$ cat src/rtl/avalon_mm_block_reader.sv
// Avalon-MM block read master: fetches a run of consecutive words and
// streams them out in order through a credit-limited FWFT FIFO.
module avalon_mm_block_reader #(
    parameter int ADDR_W     = 32,
    parameter int DATA_W     = 32,
    parameter int LEN_W      = 16,
    parameter int FIFO_DEPTH = 8
) (
    input  logic                CLK,
    input  logic                RESET,
    input  logic                START,
    input  logic [ADDR_W-1:0]   BASE_ADDR,
    input  logic [LEN_W-1:0]    WORD_COUNT,
    output logic                BUSY,
    output logic                DONE,
    output logic                AVL_READ,
    output logic [ADDR_W-1:0]   AVL_ADDR,
    output logic [DATA_W/8-1:0] AVL_BYTE_EN,
    input  logic                AVL_WAITREQUEST,
    input  logic [DATA_W-1:0]   AVL_READDATA,
    input  logic                AVL_READDATAVALID,
    output logic [DATA_W-1:0]   OUT_DATA,
    output logic                OUT_VALID,
    input  logic                OUT_READY
);

    localparam int PTR_W = $clog2(FIFO_DEPTH);
    localparam int CNT_W = PTR_W + 1;
    localparam logic [CNT_W:0] DEPTH_V = (CNT_W + 1)'(FIFO_DEPTH);
    localparam logic [ADDR_W-1:0] STRIDE = ADDR_W'(DATA_W / 8);

    typedef enum logic [1:0] {
        S_IDLE,
        S_ISSUE,
        S_DRAIN,
        S_FIN
    } state_t;

    state_t state, state_nx;

    logic [ADDR_W-1:0] addr_q;
    logic [LEN_W-1:0]  len_q;
    logic [LEN_W-1:0]  issued_q;
    logic [LEN_W-1:0]  deliv_q;
    logic [CNT_W-1:0]  outst_q;
    logic [CNT_W-1:0]  fcnt_q;
    logic [PTR_W-1:0]  wptr_q;
    logic [PTR_W-1:0]  rptr_q;
    logic [DATA_W-1:0] mem [FIFO_DEPTH];

    logic [CNT_W:0] used;
    logic credit_ok;
    logic capture;
    logic accept;
    logic push;
    logic pop;

    // Outstanding reads reserve FIFO slots, so a push never hits a full FIFO.
    assign used      = {1'b0, outst_q} + {1'b0, fcnt_q};
    assign credit_ok = used < DEPTH_V;

    assign capture  = (state == S_IDLE) && START
                   && (WORD_COUNT != '0);
    assign AVL_READ = (state == S_ISSUE)
                   && (issued_q != len_q) && credit_ok;
    assign accept   = AVL_READ && !AVL_WAITREQUEST;
    // Stale data with nothing in flight is dropped.
    assign push     = AVL_READDATAVALID && (outst_q != '0);
    assign pop      = OUT_VALID && OUT_READY;

    assign AVL_ADDR    = addr_q;
    assign AVL_BYTE_EN = '1;
    assign OUT_VALID   = (fcnt_q != '0);
    assign OUT_DATA    = mem[rptr_q];
    assign BUSY        = (state != S_IDLE);
    assign DONE        = (state == S_FIN);

    always_comb begin
        state_nx = state;
        unique case (state)
            S_IDLE: begin
                if (START) begin
                    if (WORD_COUNT != '0) state_nx = S_ISSUE;
                    else                  state_nx = S_FIN;
                end
            end
            S_ISSUE: begin
                if (issued_q == len_q) state_nx = S_DRAIN;
            end
            S_DRAIN: begin
                if (deliv_q == len_q) state_nx = S_FIN;
            end
            S_FIN: begin
                state_nx = S_IDLE;
            end
            default: begin
                state_nx = S_IDLE;
            end
        endcase
    end

    always_ff @(posedge CLK) begin
        if (RESET) begin
            state    <= S_IDLE;
            addr_q   <= '0;
            len_q    <= '0;
            issued_q <= '0;
            deliv_q  <= '0;
            outst_q  <= '0;
            fcnt_q   <= '0;
            wptr_q   <= '0;
            rptr_q   <= '0;
        end else begin
            state <= state_nx;
            if (capture) begin
                addr_q   <= BASE_ADDR;
                len_q    <= WORD_COUNT;
                issued_q <= '0;
            end else if (accept) begin
                addr_q   <= addr_q + STRIDE;
                issued_q <= issued_q + 1'b1;
            end
            if (pop)     deliv_q <= deliv_q + 1'b1;
            if (capture) deliv_q <= '0;
            unique case ({accept, push})
                2'b10:   outst_q <= outst_q + 1'b1;
                2'b01:   outst_q <= outst_q - 1'b1;
                default: outst_q <= outst_q;
            endcase
            unique case ({push, pop})
                2'b10:   fcnt_q <= fcnt_q + 1'b1;
                2'b01:   fcnt_q <= fcnt_q - 1'b1;
                default: fcnt_q <= fcnt_q;
            endcase
            if (push) wptr_q <= wptr_q + 1'b1;
            if (pop)  rptr_q <= rptr_q + 1'b1;
        end
    end

    always_ff @(posedge CLK) begin
        if (!RESET && push) mem[wptr_q] <= AVL_READDATA;
    end

endmodule

$ cat config.mk
export PLATFORM = sky130hd
export DESIGN_NAME = avalon_mm_block_reader
export DESIGN_NICKNAME = d
export VERILOG_FILES = /design/src/rtl/avalon_mm_block_reader.sv
export SDC_FILE = /design/constraint.sdc
export NUM_CORES = 1
export LEC_CHECK = 0
export BUFFER_PORTS_ARGS = -buffer_cell sky130_fd_sc_hd__buf_2
export CAP_MARGIN = 20
export CORE_ASPECT_RATIO = 1.1
export CORE_MARGIN = 3
export CORE_UTILIZATION = 52
export DETAILED_ROUTE_END_ITERATION = 8
export PLACE_DENSITY_LB_ADDON = 0.15
export REMOVE_ABC_BUFFERS = 1
export SLEW_MARGIN = 20
export SYNTH_ARGS = -nofsm -noshare
export SYNTH_HDL_FRONTEND = slang
export SYNTH_SLANG_ARGS = --single-unit
$ cat constraint.sdc
create_clock -name CLK -period 5 [get_ports CLK]
set_input_delay 1.5 -clock CLK [delete_from_list [all_inputs] [get_ports CLK]]
set_output_delay 1.5 -clock CLK [all_outputs]
set_load 0.005 [all_outputs]
==> results_dict.tcl <==
set metrics [dict create \
    cts_made_buffers 37 \
    cts_resized 0 \
    synthArstFlopShare_pct 0 \
    finalSetupViolCount 0 \
    synth-seq-cells 355 \
    cts_tree "done" \
    grt_util_met1_pct 26.3 \
    nets 1281 \
    ys.warnings.count 0 \
    cts_hold_buf 0 \
    r2r-end "outst_q[3]$_SDFFE_PP0P_" \
    crit_fanout 37 \
    synth_seq_area_share_pct 64.8 \
    setup_tns_ns 0 \
    worstSetupPathType "reg -> out" \
    die_h_um 184 \
    ys_types 55 \
    vias 8772 \
    outcome "complete, no violations" \
    maxCapViolCount 0 \
    worstReg2RegStart "issued_q[0]$_SDFFE_PP0P_" \
    drtAntennaViolNets 0 \
    synthFlopType "edfxtp_1" \
    internal_power_mw 5.86 \
    die_area_um2 30800 \
    synth.most_common_cell "edfxtp_1" \
    placementRows 64 \
    clkPwrFrac_pct 35.7 \
    pre_cts_slack_ns 1.30 \
    peakVddDrop_mv 0.420 \
    synth_top_cell_by_area "edfxtp_1" \
    grt_use_met2_pct 33.9 \
    syn_avg_cell_area_um2 14.8 \
    cts_sinks 355 \
    synth.area.top_cells "edfxtp_1, dfxtp_1, mux4_2" \
    dp_hpwl_um 19000 \
    switching_share_pct 26.5 \
    crit_required_ns 3.50 \
    ioPinCount 158 \
    hold-path-cell-count 2 \
    endpoint_kind "output pin" \
    slew_headroom_pct 33.4 \
    finalHoldViolations 0 \
    place_area_um2 16100 \
    pwr-share-comb_pct 19.4 \
    synth_top_area_share_pct 51.5 \
    grt_overflow 0 \
    viasPerCell 5.61 \
    grt_busiest_layer "met2" \
    core_um2 28000 \
    min_to "AVL_ADDR[0]$_SDFFE_PP0P_" \
    p_per_area_nw_per_um2 458 \
    gp_congestion 0.806 \
    grt_pass1_vias 8928 \
    start_util_pct 53.3 \
    drt_iter0_markers 471 \
    r2r_slack_ns 1.80 \
    grt.met3_usage_pct 3.85 \
    critPathLaunchType "register" \
    p_leak_nw 5.85 \
    fin_skew_ns 0.0159 \
    fin_ws_ns 0.828 \
    post-route-min-period_ns 4.17 \
    track_usage_pct 19.8 \
    fmax_mhz 240 \
    path_clk_slew_ns 0.06 \
    drc_errors 0 \
    rr_worst_depth 12 \
    p_sw_mw 2.11 \
    die_x_um 168 \
    worst_slew_pin_slew_ns 1.00 \
    drive_above_1_share_pct 30.1 \
    period_share_pct 83.4 \
    arrival_ns 2.67 \
    firstDrtPassIters 5 \
    n_fill_cell 2120 \
    grt_max_degree 59 \
    synth.cells.most_frequent "edfxtp_1, dfxtp_1, nor2_1, xnor2_1, nand2_1" \
    cts_setup_buffers 0 \
    grt_pass1_wl_um 48500 \
    min_path_type "reg -> reg" \
    drv_slew 0 \
    synth_enable_flop_cells 256 \
    syn_area_um2 14900 \
    ff_latch_area_um2 9680 \
    min_from "AVL_ADDR[0]$_SDFFE_PP0P_" \
    hold_slack_ns 0.468 \
    area_growth_pct 16.7 \
    cts.path.max_buffers 3 \
    grt_setup_unrepaired "false" \
    drt-wirelength-per-cell_um 19.7 \
    stdcell_area_um2 17400 \
    io_buffers 153 \
    antenna_found_initial 2 \
    postSynthCellCount 1009 \
    worst_skew_pair.late_latency_ns 0.52 \
    h-tree-depth 2 \
    multi_input_area_um2 5030 \
    pwr-share-seq_pct 44.9 \
    clock-root-buffer "clkbuf_16" \
    drt-total-wl_um 30900 \
    p_total_mw 7.97 \
]
-- worst max-delay path: stages (launching register included) --
cell and delay [ns]:
dfxtp_4 0.85, buf_12 0.33, mux4_2 0.53, mux2_2 0.29, buf_2 0.13
-- area by class of cell --
type,count,area share (%)
Sequential cell,355,55.5
Inverter,15,0.323
Tap cell,363,2.61
Clock buffer,42,5.54
Multi-Input combinational cell,591,28.9
Clock inverter,24,1.75
Antenna cell,1,0.0144
Timing Repair Buffer,174,5.37
-- state kept, by name, summed over array words and instances, names as in the netlist, named ones only --
name / cells
state: 2
len_q: 16
AVL_ADDR: 32
deliv_q: 16
wptr_q: 3
rptr_q: 3
mem: 256
issued_q: 16
fcnt_q: 4
outst_q: 4
-- power by group through the flow --
stage	registers [mW]	logic (mW)	clock network, mW
5_1_grt	3.61	1.71	3.02
2_1_floorplan	3.62	1.03	0
6_report	3.58	1.55	2.85
3_5_place_dp	3.64	1.55	0
3_3_place_gp	3.64	1.53	0
4_1_cts	3.58	1.56	2.92
-- kinds of logic (layout without fill, tap and decap cells) --
group	Yosys count	in the layout	synth area share, %
AO/OA/AOI/OAI	77	77	3.48
XOR/XNOR	95	95	5.63
adder cells (fa/ha/maj)	21	21	1.86
buffers and inverters	66	255	2.01
flip-flops	355	355	64.8
multiplexers	102	102	12.5
other	1	5	0.0251
AND/OR/NAND/NOR	292	292	9.73
-- stage by stage --
stage               utilization [%]  std cells
CTS                            62.1       1564
finish                         62.2       1565
floorplan                         -        961
global placement               57.6       1498
detailed placement             57.6       1498
global route                   62.2       1565
-- metal layers --
layer / up-vias / routed length, um
li1: 4150 / -
met1: 4314 / 13200
met2: 252 / 15100
met3: 54 / 1760
met4: 2 / 719
met5: - / 17
-- placed cells by master, fill, tap and decap left out, drive strengths merged, types with 3 or more instances in the layout --
master	instances
edfxtp	256
xor2	15
nor3b	7
inv	17
nand2	77
nor2b	3
nand3	21
nor4	21
nand4	28
buf	174
nor3	28
a21oi	33
clkinv	13
mux2i	6
mux2	32
dfxtp	99
nor2	82
a211oi	20
or3	5
xnor2	80
o21ai	11
ha	19
mux4	64
o41ai	3
bufinv	7
clkbuf	42
and3	8
conb	4
-- how the worst max path moves through the flow --
stage / endpoint / slack, ns
floorplan: OUT_DATA[0] / -0.15
global placement: OUT_DATA[1] / 1.31
detailed placement: OUT_DATA[6] / 1.30
CTS: OUT_DATA[6] / 0.74
global route: OUT_DATA[6] / 0.64
finish: OUT_DATA[6] / 0.83
No activity file was read; power rests on OpenSTA's default activity.
